## config.mk

```make
export PLATFORM = sky130hd
export DESIGN_NAME = mem_wr_client_flat
export DESIGN_NICKNAME = d
export VERILOG_FILES = /design/src/rtl/mem_wr_client_if.sv /design/src/rtl/mem_wr_client.sv /design/src/flat_wrapper.sv
export SDC_FILE = /design/constraint.sdc
export NUM_CORES = 1
export LEC_CHECK = 0
export ABC_CLOCK_PERIOD_IN_PS = 4700
export BUFFER_PORTS_ARGS = -buffer_cell sky130_fd_sc_hd__buf_4
export CORE_MARGIN = 3
export CORE_UTILIZATION = 35
export CTS_CLUSTER_DIAMETER = 40
export CTS_CLUSTER_SIZE = 40
export DETAILED_ROUTE_END_ITERATION = 10
export PLACE_DENSITY = 0.56
export SLEW_MARGIN = 20
export SYNTH_ARGS = -nofsm -noshare
export SYNTH_HDL_FRONTEND = slang
export SYNTH_SLANG_ARGS = --single-unit
```

## constraint.sdc

```tcl
create_clock -name clk -period 4.7 [get_ports clk]
set_input_delay 0.47 -clock clk [delete_from_list [all_inputs] [get_ports clk]]
set_output_delay 0.47 -clock clk [all_outputs]
set_load 0.005 [all_outputs]
```

## src/rtl/mem_wr_client_if.sv

```systemverilog
`default_nettype none
// +--------------------------------------------------------------------------+
// | mem_wr_client_if : command, write-data and memory-beat signal bundle     |
// | Rev 1.0                                                                  |
// +--------------------------------------------------------------------------+
interface mem_wr_client_if #(
  parameter int DATA_W = 32
);
  logic              cmd_valid;
  logic              cmd_ready;
  logic [18:0]       cmd_addr;
  logic [4:0]        cmd_len;
  logic              wdata_valid;
  logic              wdata_ready;
  logic [DATA_W-1:0] wdata;
  logic              mem_req;
  logic [18:0]       mem_start_addr;
  logic [DATA_W-1:0] mem_data;
  logic              mem_last;
  logic              mem_ack;
  logic              done;
  logic              err;
  logic              busy;

  modport master (
    input  cmd_valid, cmd_addr, cmd_len, wdata_valid, wdata, mem_ack,
    output cmd_ready, wdata_ready, mem_req, mem_start_addr, mem_data,
           mem_last, done, err, busy
  );

  modport slave (
    output cmd_valid, cmd_addr, cmd_len, wdata_valid, wdata, mem_ack,
    input  cmd_ready, wdata_ready, mem_req, mem_start_addr, mem_data,
           mem_last, done, err, busy
  );
endinterface
`default_nettype wire

```

## src/rtl/mem_wr_client.sv

```systemverilog
`default_nettype none
// +--------------------------------------------------------------------------+
// | mem_wr_client : burst SW-write initiator, FIFO-buffered, one beat per ack|
// | Optional REQ timeout abort: MEM_WR_TIMEOUT_EN.  Rev 1.0                  |
// +--------------------------------------------------------------------------+
module mem_wr_client #(
  parameter int DATA_W      = 32,
  parameter int FIFO_DEPTH  = 8,
  parameter int TIMEOUT_CYC = 64
) (
  input  logic             clk,
  input  logic             rst,
  mem_wr_client_if.master  bus
);
  localparam int PTR_W = $clog2(FIFO_DEPTH);
  localparam int CNT_W = PTR_W + 1;

  typedef enum logic [1:0] {
    IDLE      = 2'd0,
    WAIT_DATA = 2'd1,
    REQ       = 2'd2,
    GAP       = 2'd3
  } state_t;

  if ((FIFO_DEPTH < 2) || ((FIFO_DEPTH & (FIFO_DEPTH - 1)) != 0) || (TIMEOUT_CYC < 1))
  begin : g_param_check
    $error("mem_wr_client: FIFO_DEPTH must be a power of two >= 2, TIMEOUT_CYC >= 1");
  end

  state_t            state_q;
  logic              cmd_ready_q, wdata_ready_q, mem_req_q, mem_last_q;
  logic              done_q, err_q, busy_q;
  logic [18:0]       addr_q, mem_addr_q;
  logic [4:0]        rem_q;
  logic [DATA_W-1:0] mem_data_q;

  logic [DATA_W-1:0] fifo_q [FIFO_DEPTH];
  logic [PTR_W-1:0]  wr_ptr_q, rd_ptr_q;
  logic [CNT_W-1:0]  count_q, count_d;
  logic              push, pop, flush, fifo_empty;

  assign push       = bus.wdata_valid && wdata_ready_q;
  assign pop        = (state_q == REQ) && bus.mem_ack;
  assign fifo_empty = (count_q == '0);

`ifdef MEM_WR_TIMEOUT_EN
  localparam int TO_W = $clog2(TIMEOUT_CYC + 1);
  logic [TO_W-1:0] to_cnt_q;
  // Abort on the last un-acked REQ cycle so mem_req is high for exactly TIMEOUT_CYC cycles
  assign flush = (state_q == REQ) && !bus.mem_ack && (to_cnt_q == TO_W'(TIMEOUT_CYC - 1));
`else
  assign flush = 1'b0;
`endif

  always_comb begin
    count_d = count_q;
    if (flush)
      count_d = '0;
    else if (push && !pop)
      count_d = count_q + 1'b1;
    else if (pop && !push)
      count_d = count_q - 1'b1;
  end

  always_ff @(posedge clk) begin
    if (rst) begin
      wr_ptr_q      <= '0;
      rd_ptr_q      <= '0;
      count_q       <= '0;
      wdata_ready_q <= 1'b0;
    end else begin
      count_q       <= count_d;
      wdata_ready_q <= (count_d != CNT_W'(FIFO_DEPTH));
      if (flush) begin
        wr_ptr_q <= '0;
        rd_ptr_q <= '0;
      end else begin
        if (push) wr_ptr_q <= wr_ptr_q + 1'b1;
        if (pop)  rd_ptr_q <= rd_ptr_q + 1'b1;
      end
    end
  end

  always_ff @(posedge clk) begin
    if (push) fifo_q[wr_ptr_q] <= bus.wdata;
  end

  always_ff @(posedge clk) begin
    if (rst) begin
      state_q     <= IDLE;
      cmd_ready_q <= 1'b0;
      mem_req_q   <= 1'b0;
      mem_last_q  <= 1'b0;
      mem_addr_q  <= '0;
      mem_data_q  <= '0;
      done_q      <= 1'b0;
      err_q       <= 1'b0;
      busy_q      <= 1'b0;
      addr_q      <= '0;
      rem_q       <= '0;
`ifdef MEM_WR_TIMEOUT_EN
      to_cnt_q    <= '0;
`endif
    end else begin
      done_q <= 1'b0;
      err_q  <= 1'b0;
      case (state_q)
        IDLE: begin
          cmd_ready_q <= 1'b1;
          if (bus.cmd_valid && cmd_ready_q) begin
            addr_q <= bus.cmd_addr;
            rem_q  <= bus.cmd_len;
            if (bus.cmd_len == '0) begin
              err_q <= 1'b1;
            end else begin
              state_q     <= WAIT_DATA;
              cmd_ready_q <= 1'b0;
              busy_q      <= 1'b1;
            end
          end
        end
        WAIT_DATA, GAP: begin
          if (!fifo_empty) begin
            state_q    <= REQ;
            mem_req_q  <= 1'b1;
            mem_addr_q <= addr_q;
            mem_data_q <= fifo_q[rd_ptr_q];
            mem_last_q <= (rem_q == 5'd1);
`ifdef MEM_WR_TIMEOUT_EN
            to_cnt_q   <= '0;
`endif
          end else begin
            state_q <= WAIT_DATA;
          end
        end
        REQ: begin
          if (bus.mem_ack) begin
            mem_req_q  <= 1'b0;
            mem_last_q <= 1'b0;
            addr_q     <= addr_q + 1'b1;
            rem_q      <= rem_q - 1'b1;
            if (rem_q == 5'd1) begin
              state_q     <= IDLE;
              done_q      <= 1'b1;
              cmd_ready_q <= 1'b1;
              busy_q      <= 1'b0;
            end else begin
              state_q <= GAP;
            end
`ifdef MEM_WR_TIMEOUT_EN
          end else if (flush) begin
            state_q     <= IDLE;
            mem_req_q   <= 1'b0;
            mem_last_q  <= 1'b0;
            err_q       <= 1'b1;
            cmd_ready_q <= 1'b1;
            busy_q      <= 1'b0;
          end else begin
            to_cnt_q <= to_cnt_q + 1'b1;
`endif
          end
        end
        default: state_q <= IDLE;
      endcase
    end
  end

  assign bus.cmd_ready      = cmd_ready_q;
  assign bus.wdata_ready    = wdata_ready_q;
  assign bus.mem_req        = mem_req_q;
  assign bus.mem_start_addr = mem_addr_q;
  assign bus.mem_data       = mem_data_q;
  assign bus.mem_last       = mem_last_q;
  assign bus.done           = done_q;
  assign bus.err            = err_q;
  assign bus.busy           = busy_q;
endmodule
`default_nettype wire

```

## src/flat_wrapper.sv

```systemverilog
// flat-port wrapper written by rule: the top's interface ports become plain ports
module mem_wr_client_flat 
#(
  parameter int DATA_W      = 32,
  parameter int FIFO_DEPTH  = 8,
  parameter int TIMEOUT_CYC = 64
)
  (clk, rst, bus_cmd_valid, bus_cmd_addr, bus_cmd_len, bus_wdata_valid, bus_wdata, bus_mem_ack, bus_cmd_ready, bus_wdata_ready, bus_mem_req, bus_mem_start_addr, bus_mem_data, bus_mem_last, bus_done, bus_err, bus_busy);
  mem_wr_client_if #(.DATA_W(DATA_W)) bus_i ();
  input  logic clk;
  input  logic rst;
  input wire logic [$bits(bus_i.cmd_valid)-1:0] bus_cmd_valid;
  input wire logic [$bits(bus_i.cmd_addr)-1:0] bus_cmd_addr;
  input wire logic [$bits(bus_i.cmd_len)-1:0] bus_cmd_len;
  input wire logic [$bits(bus_i.wdata_valid)-1:0] bus_wdata_valid;
  input wire logic [$bits(bus_i.wdata)-1:0] bus_wdata;
  input wire logic [$bits(bus_i.mem_ack)-1:0] bus_mem_ack;
  output wire logic [$bits(bus_i.cmd_ready)-1:0] bus_cmd_ready;
  output wire logic [$bits(bus_i.wdata_ready)-1:0] bus_wdata_ready;
  output wire logic [$bits(bus_i.mem_req)-1:0] bus_mem_req;
  output wire logic [$bits(bus_i.mem_start_addr)-1:0] bus_mem_start_addr;
  output wire logic [$bits(bus_i.mem_data)-1:0] bus_mem_data;
  output wire logic [$bits(bus_i.mem_last)-1:0] bus_mem_last;
  output wire logic [$bits(bus_i.done)-1:0] bus_done;
  output wire logic [$bits(bus_i.err)-1:0] bus_err;
  output wire logic [$bits(bus_i.busy)-1:0] bus_busy;
  assign bus_i.cmd_valid = bus_cmd_valid;
  assign bus_i.cmd_addr = bus_cmd_addr;
  assign bus_i.cmd_len = bus_cmd_len;
  assign bus_i.wdata_valid = bus_wdata_valid;
  assign bus_i.wdata = bus_wdata;
  assign bus_i.mem_ack = bus_mem_ack;
  assign bus_cmd_ready = bus_i.cmd_ready;
  assign bus_wdata_ready = bus_i.wdata_ready;
  assign bus_mem_req = bus_i.mem_req;
  assign bus_mem_start_addr = bus_i.mem_start_addr;
  assign bus_mem_data = bus_i.mem_data;
  assign bus_mem_last = bus_i.mem_last;
  assign bus_done = bus_i.done;
  assign bus_err = bus_i.err;
  assign bus_busy = bus_i.busy;
  mem_wr_client #(.DATA_W(DATA_W), .FIFO_DEPTH(FIFO_DEPTH), .TIMEOUT_CYC(TIMEOUT_CYC)) u_core (.clk(clk), .rst(rst), .bus(bus_i));
endmodule
```

==> run metrics, run 1 <==
status=finished clean; vias=8073; Fmax=0.4265 GHz; first-pass iteration count of the detailed router=5; power share of the sequential group=46.5%; Tightest Pin Transition=0.9249 ns; pin count of the biggest net entering global routing=70; postcts setup bufs=0; core area=38200 um^2; Max Buffers Root-to-Sink=3; Std-Cell Rows=71; CTS root buffer=clkbuf_16; Max-slew headroom=38.27%; Synth top area share=56.01%; crit path time final=2.345 ns; Post-Route WL=31440 um; IO Port Bufs=118; Die X=204.0 um; CTS buffer count=44; ratio of cells with drive above 1 in the final layout=28.97%; Final WS setup=2.355 ns; residual DRC count=0; LEAKAGE=5.482 nW; initial antenna violation count=1; unrepaired setup endpoints after global routing=false; Max VDD drop=0.2949 mV; Syn Nets=951; Clk pwr share=47.0%; first-pass GRT wire length=48360 um; post-synth top area cell=edfxtp_1; CP max FO=20; final hold viol count=0; Vias/cell=5.185; clk_skew=0.02480 ns; total global routing overflow=0; Finished Layout Cells=1557; syn avg cell area=15.54 um^2; Yosys cell types=62; worst slack at placement=2.114 ns; Comb power frac=6.5%; most common cell in the synthesized netlist=edfxtp_1; Slew Limit Fails=0; Nets=1078; placed instance count=1475; CP peak stage delay=0.66 ns; Starting Density=35.93%; EDFF count, synth=256; Critical Path Slowest Stage Cell=nor2_4; Sw Ratio=22.92%; Hold-fix buffers, CTS=0; Antenna diodes=0; number of fill cells=3417; wire per inst=20.19 um; Seq/Total Area, Yosys=69.72%; Post-DP HPWL=18540 um; Critical Path AT=2.58 ns; top post-synthesis cells by count=edfxtp_1, dfxtp_1, nand2_1; CTS resizes=0; Setup crit start kind=flop; htree depth=2; area delta synth->final=22.50%; number of max-cap violations=0; Synth Warn #=0; Die Area=41630 um^2; Finish-stage setup viols=0; min-delay worst type=in -> reg; Placer Congestion=0.7945; clock sink total=350; die height=204.0 um; clock latency on the worst-skew pair=0.55 ns; Worst Path Required=4.93 ns; Synth Flop Type=edfxtp_1; period utilization=49.88%; CP endpoint kind=flop; GRT Util Overall=15.06%; main area contributors after synthesis=edfxtp_1, dfxtp_1, mux4_2, mux2i_1, a211oi_1; IO Count=119; P_sw=1.719 mW; share of flip-flops with an asynchronous set or reset=0%; vias in the first global route=8125; P_int=5.780 mW; Synth Cell Area=13730 um^2; CTS tree=built; Syn Inst Count=883; Synth Register Bits=350; number of routed nets with antenna violations=0; Cell Pwr Density=446.0 nW/um^2; critical path class=reg -> reg; Worst-path clk slew=0.07 ns; initial DRC count=437; cell breakdown of the critical path=and2_1 -> nand2_1 -> nor2_4 -> buf_4; setup TNS=0 ns
registers in the layout, indices dropped and copies added (netlist names), 2 cells and up:
register                   cells
u_core.state_q                 2
u_core.fifo_q                256
u_core.wr_ptr_q                3
u_core.count_q                 4
u_core.addr_q                 19
u_core.rd_ptr_q                3
u_core.rem_q                   5
u_core.bus.mem_data           32
u_core.bus.mem_start_addr     19
worst paths after layout:
kind	start	end	slack [ns]	cells after the start
max	u_core.bus.wdata_ready	u_core.fifo_q[5][7]	2.36	4
min	bus_wdata[6]	u_core.fifo_q[7][6]	0.16	1
max reg2reg	u_core.bus.wdata_ready	u_core.fifo_q[5][7]	2.36	4
min reg2reg	u_core.bus.mem_start_addr[18]	u_core.bus.mem_start_addr[18]	0.46	2
power groups by stage:
stage / combinational (mW) / sequential [mW] / clock (mW)
floorplan: 0.293 / 3.52 / 0
detailed placement: 0.496 / 3.55 / 0
global placement: 0.491 / 3.55 / 0
finish: 0.488 / 3.49 / 3.53
global route: 0.546 / 3.50 / 3.73
CTS: 0.498 / 3.49 / 3.60
final cells by class:
class	count	area [um^2]	share of cell area (%)
Clock inverter	34	415.4	2.471
Multi-Input combinational cell	470	3963	23.57
Tap cell	511	639.4	3.803
Timing Repair Buffer	136	1033	6.147
Sequential cell	350	9575	56.95
Inverter	8	30.03	0.1786
Clock buffer	48	1157	6.883
cell families (layout without fill, tap and decap cells):
kind of cell | count (synthesis) | after routing | synth area share, %
flops | 350 | 350 | 69.72
simple gates | 218 | 218 | 7.858
compound gates | 142 | 142 | 6.609
mux | 97 | 97 | 12.91
buf+inv | 63 | 226 | 1.887
fa+ha+maj | 7 | 7 | 0.6381
xor+xnor | 6 | 6 | 0.3829
cells in the final DEF (no fill, tap or decap), types with 4 or more instances in the layout:
master / count
a21oi_1: 50
buf_4: 135
nor2_1: 53
bufinv_16: 6
nand3_1: 13
o211ai_1: 5
nor3_1: 10
clkbuf_16: 45
and2_1: 8
nand2_1: 70
clkinv_4: 6
a211oi_1: 36
ha_1: 7
mux2i_1: 33
dfxtp_1: 91
inv_1: 8
mux4_2: 64
nand4_1: 8
nand2b_1: 4
nor4_1: 5
edfxtp_1: 256
and3_1: 8
nor3_2: 4
a31oi_1: 9
clkinvlp_4: 7
o21ai_0: 17
inv_6: 6
routing by layer:
layer / track usage, % / up-vias / share of wire (%)
met5: 0 / - / 0.041
met2: 25.35 / 216 / 49
met4: 3.686 / 2 / 1.4
met1: 20.24 / 4080 / 44
li1: - / 3738 / -
met3: 2.946 / 37 / 5.9
metrics by stage:
stage	instance area [um^2]	total power, mW	hold WS [ns]	util, %
4_1_cts	16810	7.586	0.1263	44.02
3_3_place_gp	15230	4.038	0.4421	39.88
2_1_floorplan	13730	3.815	0.4407	-
6_report	16810	7.499	0.1579	44.02
5_1_grt	16810	7.769	0.1370	44.02
3_5_place_dp	15240	4.046	0.4514	39.90
critical path: cells and delay by family, from the launching register on:
family / cells / cell delay [ns]
simple gates: 3 / 1.30
flops: 1 / 0.37
buf+inv: 1 / 0.36
No activity file was read; power rests on OpenSTA's default activity.
==> inputs of run 2 (changes only) <==
--- a/config.mk
+++ b/config.mk
@@ -5,14 +5,15 @@
 export SDC_FILE = /design/constraint.sdc
 export NUM_CORES = 1
 export LEC_CHECK = 0
-export ABC_CLOCK_PERIOD_IN_PS = 4700
+export ABC_AREA = 1
+export ABC_CLOCK_PERIOD_IN_PS = 2200
 export BUFFER_PORTS_ARGS = -buffer_cell sky130_fd_sc_hd__buf_4
 export CORE_MARGIN = 3
 export CORE_UTILIZATION = 35
 export CTS_CLUSTER_DIAMETER = 40
 export CTS_CLUSTER_SIZE = 40
 export DETAILED_ROUTE_END_ITERATION = 10
-export PLACE_DENSITY = 0.56
+export PLACE_DENSITY = 0.55
 export SLEW_MARGIN = 20
 export SYNTH_ARGS = -nofsm -noshare
 export SYNTH_HDL_FRONTEND = slang
==> constraint.sdc (replaced) <==
create_clock -name clk -period 2.2 [get_ports clk]
set_input_delay 0.22 -clock clk [delete_from_list [all_inputs] [get_ports clk]]
set_output_delay 0.22 -clock clk [all_outputs]
set_load 0.005 [all_outputs]
==> run 2 against run 1 <==
Against the previous run: routed wire length up 10%; synthesized area up 2.1%; die area up 2.0%; sequential cell count unchanged; combinational power rose to 8.1 times the previous value; hold slack worse by 0.12 ns; sequential share of layout area down 3.2 points; count of clock-buffer cells in the layout up 8; critical path type unchanged.
==> run metrics, run 2 <==
CTS root buffer=clkbuf_16 (unchanged); Clk pwr share=41.3% (was 47.0%); number of max-cap violations=0 (unchanged); placed instance count=1871 (was 1475); GRT Util Overall=16.12% (was 15.06%); top post-synthesis cells by count=edfxtp_1, nor2_1, o21ai_0 (was edfxtp_1, dfxtp_1, nand2_1); number of fill cells=3594 (was 3417); crit path buf inv count=2 (was 1); Starting Density=35.84% (was 35.93%); status=finished clean (unchanged); pin count of the biggest net entering global routing=130 (was 70); clock latency on the worst-skew pair=0.57 ns (was 0.55 ns); Finish-stage setup viols=0 (unchanged); post-synth top area cell=edfxtp_1 (unchanged); LEAKAGE=6.320 nW (was 5.482 nW); initial antenna violation count=3 (was 1); Syn Nets=1352 (was 951); Synth Cell Area=14010 um^2 (was 13730 um^2); Max Buffers Root-to-Sink=3 (unchanged); postcts setup bufs=0 (unchanged); P_sw=5.933 mW (was 1.719 mW); initial DRC count=696 (was 437); Biggest register=u_core.fifo_q (unchanged); wire per inst=17.30 um (was 20.19 um); Seq/Total Area, Yosys=68.30% (was 69.72%); period utilization=80.48% (was 49.88%); CP max FO=18 (was 20); IO Count=119 (unchanged); area delta synth->final=27.06% (was 22.50%); Die X=206.1 um (was 204.0 um); placed cell area=15590 um^2 (was 15240 um^2); Worst-path clk slew=0.05 ns (was 0.07 ns); post-synthesis xor/xnor area fraction=0.1875% (was 0.3829%); CP peak stage delay=0.33 ns (was 0.66 ns); first-pass iteration count of the detailed router=5 (unchanged); vias=10.10k (was 8073); Std-Cell Rows=72 (was 71); Max VDD drop=0.6786 mV (was 0.2949 mV); commonest non-fill, non-tap cell in the layout=edfxtp_1 (unchanged); Die Area=42470 um^2 (was 41630 um^2); EDFF count, synth=256 (unchanged); residual DRC count=0 (unchanged); Synth Warn #=0 (unchanged); Register Area=9575 um^2 (unchanged); Cell Pwr Density=1168 nW/um^2 (was 446.0 nW/um^2); clock sink total=350 (unchanged); most used cell, CP=nand2_1; Post-Route WL=34670 um (was 31440 um); Synth Register Bits=350 (unchanged); Max-slew headroom=61.60% (was 38.27%); Comb power frac=19.0% (was 6.5%); post-route cell area=17800 um^2 (was 16810 um^2); Critical Path Slowest Stage Cell=dfxtp_1 (was nor2_4); die height=206.1 um (was 204.0 um); Nets=1512 (was 1078); most frequent cells in the layout=edfxtp_1, nor2_1, o21ai_0 (was edfxtp_1, buf_4, dfxtp_1); IO Port Bufs=118 (unchanged); Synth Flop Type=edfxtp_1 (unchanged); number of routed nets with antenna violations=0 (unchanged); Compound-Gate Fraction of Synth Area=15.45% (was 6.609%); Setup crit start kind=flop (unchanged); P_int=14.85 mW (was 5.780 mW); Fmax=0.5648 GHz (was 0.4265 GHz); first-pass GRT wire length=53790 um (was 48360 um); CP endpoint kind=flop (unchanged); Yosys cell types=36 (was 62); total power=20.79 mW (was 7.499 mW); vias in the first global route=9784 (was 8125); unrepaired setup endpoints after global routing=false (unchanged); post-synthesis simple-gate area fraction=11.38% (was 7.858%); Worst Path Required=2.43 ns (was 4.93 ns); Syn Inst Count=1284 (was 883); CTS buffer count=49 (was 44); largest family of logic cells by synthesized area=compound AO/OA/AOI/OAI gates (was multiplexers); core area=39100 um^2 (was 38200 um^2); crit path time final=1.771 ns (was 2.345 ns); multi-input combinational cell area=3933 um^2 (was 3963 um^2); final hold viol count=0 (unchanged); Crit path max-delay family=simple AND/OR/NAND/NOR gates (unchanged); total global routing overflow=0 (unchanged); Placer Congestion=0.7857 (was 0.7945); clk_skew=0.008452 ns (was 0.02480 ns); critical path class=reg -> reg (unchanged); cell breakdown of the critical path=nand2_1 -> inv_2 -> nand2_1 -> nor2_4 -> buf_4 (was and2_1 -> nand2_1 -> nor2_4 -> buf_4); Critical Path AT=2.00 ns (was 2.58 ns); Slew Limit Fails=0 (unchanged); Vias/cell=5.042 (was 5.185); max reg flops=256 (unchanged); syn avg cell area=10.91 um^2 (was 15.54 um^2); ratio of cells with drive above 1 in the final layout=17.45% (was 28.97%); post-synthesis mux area share=0% (was 12.91%); main area contributors after synthesis=edfxtp_1, dfxtp_1, o21ai_0, nor2_1, a21oi_1 (was edfxtp_1, dfxtp_1, mux4_2, mux2i_1, a211oi_1); Tightest Pin Transition=0.5759 ns (was 0.9249 ns); share of flip-flops with an asynchronous set or reset=0% (unchanged); most common cell in the synthesized netlist=edfxtp_1 (unchanged); htree depth=2 (unchanged); CTS tree=built (unchanged); Adder-Cell Fraction of Synth Area=0.6251% (was 0.6381%); min-delay worst type=in -> reg (unchanged); Synth top area share=54.87% (was 56.01%); Finished Layout Cells=2004 (was 1557); Sw Ratio=28.54% (was 22.92%); power share of the sequential group=39.7% (was 46.5%); hold slack final=0.03726 ns (was 0.1579 ns); Post-DP HPWL=20030 um (was 18540 um)
run 2: changes by cell type after synthesis, moves of 15 or more:
cell,delta
mux2i_1,-33
o211ai_1,+27
nand2_1,+34
nand3_1,+16
o21ai_1,+22
a211oi_1,-34
buf_2,+15
o21ai_0,+205
a21oi_1,+28
nor2_1,+188
mux4_2,-64
inv_1,+34
o22ai_1,+29
run 2: cell type report:
type | instances | area share, %
multi-input cells | 807 | 22.09
repair buffers | 188 | 9.263
clock inverters | 35 | 2.966
flip-flops and latches | 350 | 53.79
clock buffers | 56 | 7.204
diodes | 2 | 0.02811
inverters | 48 | 1.019
well taps | 518 | 3.641
run 2: stage by stage:
step / utilization, % / worst slack, ns / setup TNS, ns
6_report: 45.53 / 0.4294 / 0
5_1_grt: 45.53 / 0.2981 / 0
4_1_cts: 45.52 / 0.4094 / 0
3_5_place_dp: 39.87 / 0.4274 / 0
3_3_place_gp: 39.87 / 0.4901 / 0
2_1_floorplan: - / -0.2797 / -35.80
run 2: kinds of logic after synthesis:
group           count (synthesis)
simple gates                  398
buf+inv                       127
xor+xnor                        3
flops                         350
fa+ha+maj                       7
compound gates                399
run 2: worst paths after layout:
check | from | to | slack, ns | depth (start not counted)
setup reg to reg | u_core.bus.wdata_ready | u_core.fifo_q[0][22] | 0.43 | 5
setup / recovery | u_core.bus.wdata_ready | u_core.fifo_q[0][22] | 0.43 | 5
hold reg to reg | u_core.bus.busy | u_core.bus.busy | 0.45 | 2
hold / removal | bus_cmd_addr[6] | u_core.addr_q[6] | 0.04 | 5
run 2: layer usage:
metal | up-vias | wire, um | track usage [%]
met5 | - | 13 | 0
met4 | 2 | 818 | 5.552
met3 | 70 | 1961 | 2.741
met2 | 263 | 15660 | 25.87
met1 | 4863 | 16220 | 22.23
li1 | 4906 | - | -
run 2: what timing repair did:
item / in CTS / in global routing
gates resized for setup: 0 / 0
hold buffers: 40 / 0
hold endpoints to repair: 263 / 0
endpoints found under the setup margin: 0 / 0
run 2: worst register-to-register path: stages (launching register included):
cell	delay [ns]
dfxtp_1	0.33
nand2_1	0.17
inv_2	0.17
nand2_1	0.25
nor2_4	0.17
buf_4	0.33
run 2: power groups by stage:
stage	Sequential (mW)	Combinational (mW)	Clock, mW
floorplan	8.28	2.55	0
global placement	8.36	3.87	0
detailed placement	8.38	3.92	0
CTS	8.25	4.00	8.78
global route	8.34	4.48	9.02
finish	8.25	3.95	8.58
==> inputs of run 3 (changes only) <==
--- a/config.mk
+++ b/config.mk
@@ -5,15 +5,15 @@
 export SDC_FILE = /design/constraint.sdc
 export NUM_CORES = 1
 export LEC_CHECK = 0
-export ABC_AREA = 1
-export ABC_CLOCK_PERIOD_IN_PS = 2200
+export ABC_AREA = 0
+export ABC_CLOCK_PERIOD_IN_PS = 1800
 export BUFFER_PORTS_ARGS = -buffer_cell sky130_fd_sc_hd__buf_4
 export CORE_MARGIN = 3
 export CORE_UTILIZATION = 35
 export CTS_CLUSTER_DIAMETER = 40
 export CTS_CLUSTER_SIZE = 40
 export DETAILED_ROUTE_END_ITERATION = 10
-export PLACE_DENSITY = 0.55
+export PLACE_DENSITY = 0.56
 export SLEW_MARGIN = 20
 export SYNTH_ARGS = -nofsm -noshare
 export SYNTH_HDL_FRONTEND = slang
==> constraint.sdc (replaced) <==
create_clock -name clk -period 1.8 [get_ports clk]
set_input_delay 0.18 -clock clk [delete_from_list [all_inputs] [get_ports clk]]
set_output_delay 0.18 -clock clk [all_outputs]
set_load 0.005 [all_outputs]
==> run 3 against run 2 <==
Against the previous run: sequential cell count unchanged; sequential power up 9.5%; final cell count down 17%; non-clock buffer count up 50; count of clock-buffer cells in the layout down 4; power down 1.2%.
==> run metrics, run 3 (same netlist as run 1, synthesis figures left out) <==
P_sw=4.636 mW (was 5.933 mW); CTS root buffer=clkbuf_16 (unchanged); Max Buffers Root-to-Sink=3 (unchanged); hold slack final=0.03994 ns (was 0.03726 ns); Std-Cell Rows=71 (was 72); Critical Path AT=2.20 ns (was 2.00 ns); Vias/cell=5.109 (was 5.042); clk_skew=0.03287 ns (was 0.008452 ns); Placer Congestion=0.8309 (was 0.7857); Comb power frac=8.1% (was 19.0%); CP max FO=12 (was 18); final hold viol count=0 (unchanged); Nets=1184 (was 1512); Worst Path Required=2.28 ns (was 2.43 ns); worst r2r dst=u_core.addr_q[15] (was u_core.fifo_q[0][22]); Starting Density=35.93% (was 35.84%); Die Area=41630 um^2 (was 42470 um^2); number of routed nets with antenna violations=0 (unchanged); htree depth=2 (unchanged); residual DRC count=0 (unchanged); LEAKAGE=6.108 nW (was 6.320 nW); ratio of cells with drive above 1 in the final layout=32.38% (was 17.45%); vias=8521 (was 10.10k); P_int=15.91 mW (was 14.85 mW); die height=204.0 um (was 206.1 um); core area=38200 um^2 (was 39100 um^2); max reg flops=256 (unchanged); Die X=204.0 um (was 206.1 um); initial DRC count=470 (was 696); Hold EP=u_core.bus.err (was u_core.addr_q[6]); Sw Ratio=22.57% (was 28.54%); Tightest Pin Transition=0.4370 ns (was 0.5759 ns); power share of the sequential group=44.0% (was 39.7%); min-delay worst type=in -> reg (unchanged); Slew Limit Fails=0 (unchanged); first-pass GRT wire length=50720 um (was 53790 um); CTS tree=built (unchanged); R2R Path Start=u_core.state_q[1] (was u_core.bus.wdata_ready); critical path class=reg -> reg (unchanged); crit path time final=1.723 ns (was 1.771 ns); pin count of the biggest net entering global routing=62 (was 130); vias in the first global route=8813 (was 9784); number of fill cells=3357 (was 3594); most frequent cells in the layout=edfxtp_1, buf_4, dfxtp_1 (was edfxtp_1, nor2_1, o21ai_0); first-pass iteration count of the detailed router=5 (unchanged); Post-Route WL=32280 um (was 34670 um); Reg2Reg Setup Slack=0.08 ns (was 0.43 ns); GRT Util Overall=15.76% (was 16.12%); IO Count=119 (unchanged); Max VDD drop=0.7885 mV (was 0.6786 mV); Setup crit start kind=flop (unchanged); HP Start=bus_cmd_len[2] (was bus_cmd_addr[6]); total global routing overflow=0 (unchanged); clock latency on the worst-skew pair=0.57 ns (about the same); CP endpoint kind=flop (unchanged); clock sink total=350 (unchanged); post-route cell area=18230 um^2 (was 17800 um^2); Fmax=0.5802 GHz (was 0.5648 GHz); number of max-cap violations=0 (unchanged); Worst Reg-to-Reg Cells=5 (unchanged); wire per inst=19.35 um (was 17.30 um); Finish-stage setup viols=0 (unchanged); placed cell area=16040 um^2 (was 15590 um^2); initial antenna violation count=2 (was 3); Post-DP HPWL=19840 um (was 20030 um); period utilization=95.75% (was 80.48%); Max-slew headroom=70.64% (was 61.60%); Hold Crit Depth=4 (was 5); Biggest register=u_core.fifo_q (unchanged); status=finished clean (unchanged); area delta synth->final=32.80% (was 27.06%); CTS buffer count=48 (was 49); commonest non-fill, non-tap cell in the layout=edfxtp_1 (unchanged); Cell Pwr Density=1127 nW/um^2 (was 1168 nW/um^2); Clk pwr share=47.9% (was 41.3%); Worst-path clk slew=0.05 ns (about the same); IO Port Bufs=118 (unchanged); unrepaired setup endpoints after global routing=true (was false)
==> run 3: changes by cell type in the layout (fill, tap and decap cells not counted), sizes merged, moves of 33 or more <==
cell,before,now
buf,148,191
a211oi,2,36
o21ai,244,17
nor2,249,57
nand2,106,70
mux4,0,64
inv,55,18
mux2i,0,33
==> run 3: power by group through the flow <==
stage               logic [mW]  registers [mW]  clock network [mW]
global placement          1.58            9.19                   0
global route              1.83            9.05                10.5
floorplan                0.781            9.20                   0
finish                    1.66            9.03                9.85
detailed placement        1.59            9.20                   0
CTS                       1.69            9.03                10.1
==> run 3: how the worst max path moves through the flow <==
| stage | start | end | slack (ns) | depth (start not counted) |
|---|---|---|---|---|
| floorplan | u_core.bus.wdata_ready | u_core.fifo_q[0][0] | -0.20 | 2 |
| global placement | u_core.addr_q[1] | u_core.addr_q[17] | -0.007 | 4 |
| detailed placement | u_core.addr_q[1] | u_core.addr_q[17] | -0.004 | 4 |
| CTS | u_core.addr_q[1] | u_core.addr_q[17] | 0.03 | 4 |
| global route | u_core.addr_q[10] | u_core.addr_q[17] | -0.02 | 4 |
| finish | u_core.state_q[1] | u_core.addr_q[15] | 0.08 | 5 |
==> run 3: repair_timing <==
item,CTS,global route
cloned,0,0
resized for setup,1,3
endpoints found under the setup margin,1,4
pin swaps,0,3
endpoints found under the hold margin,272,0
hold buffers,47,0
buffers inserted,0,0
==> run 3: stage by stage <==
| step | instances | util, % | setup TNS (ns) | power, mW | worst slack, ns |
|---|---|---|---|---|---|
| floorplan | 883 | - | -21.54 | 9.980 | -0.1986 |
| global placement | 1530 | 41.99 | -0.007368 | 10.77 | -0.007368 |
| detailed placement | 1530 | 41.99 | -0.003900 | 10.79 | -0.003900 |
| CTS | 1666 | 47.67 | 0 | 20.82 | 0.02799 |
| global route | 1668 | 47.72 | -0.02375 | 21.35 | -0.02375 |
| finish | 1668 | 47.72 | 0 | 20.54 | 0.07651 |
==> run 3: layout make-up <==
cell class	instances	area (um^2)	area share, %
Multi-Input combinational cell	470	4040	22.16
Timing Repair Buffer	238	2230	12.23
Clock buffer	52	1236	6.782
Clock inverter	37	460.4	2.526
Tap cell	511	639.4	3.508
Sequential cell	350	9587	52.59
Antenna cell	2	5.005	0.02746
Inverter	8	30.03	0.1647
==> run 3: critical path, cell delays in order, from the launching register on <==
cell and delay, ns:
dfxtp_1 0.37, and4bb_2 0.36, nor2_1 0.06, buf_4 0.17, or4_1 0.50, a31oi_1 0.18
==> run 3: layer usage <==
layer	up-vias	track usage, %	wire length (um)
li1	3961	-	-
met1	4284	21.21	14070
met2	226	26.12	15730
met3	50	2.978	1856
met4	0	4.817	624
met5	-	0	0
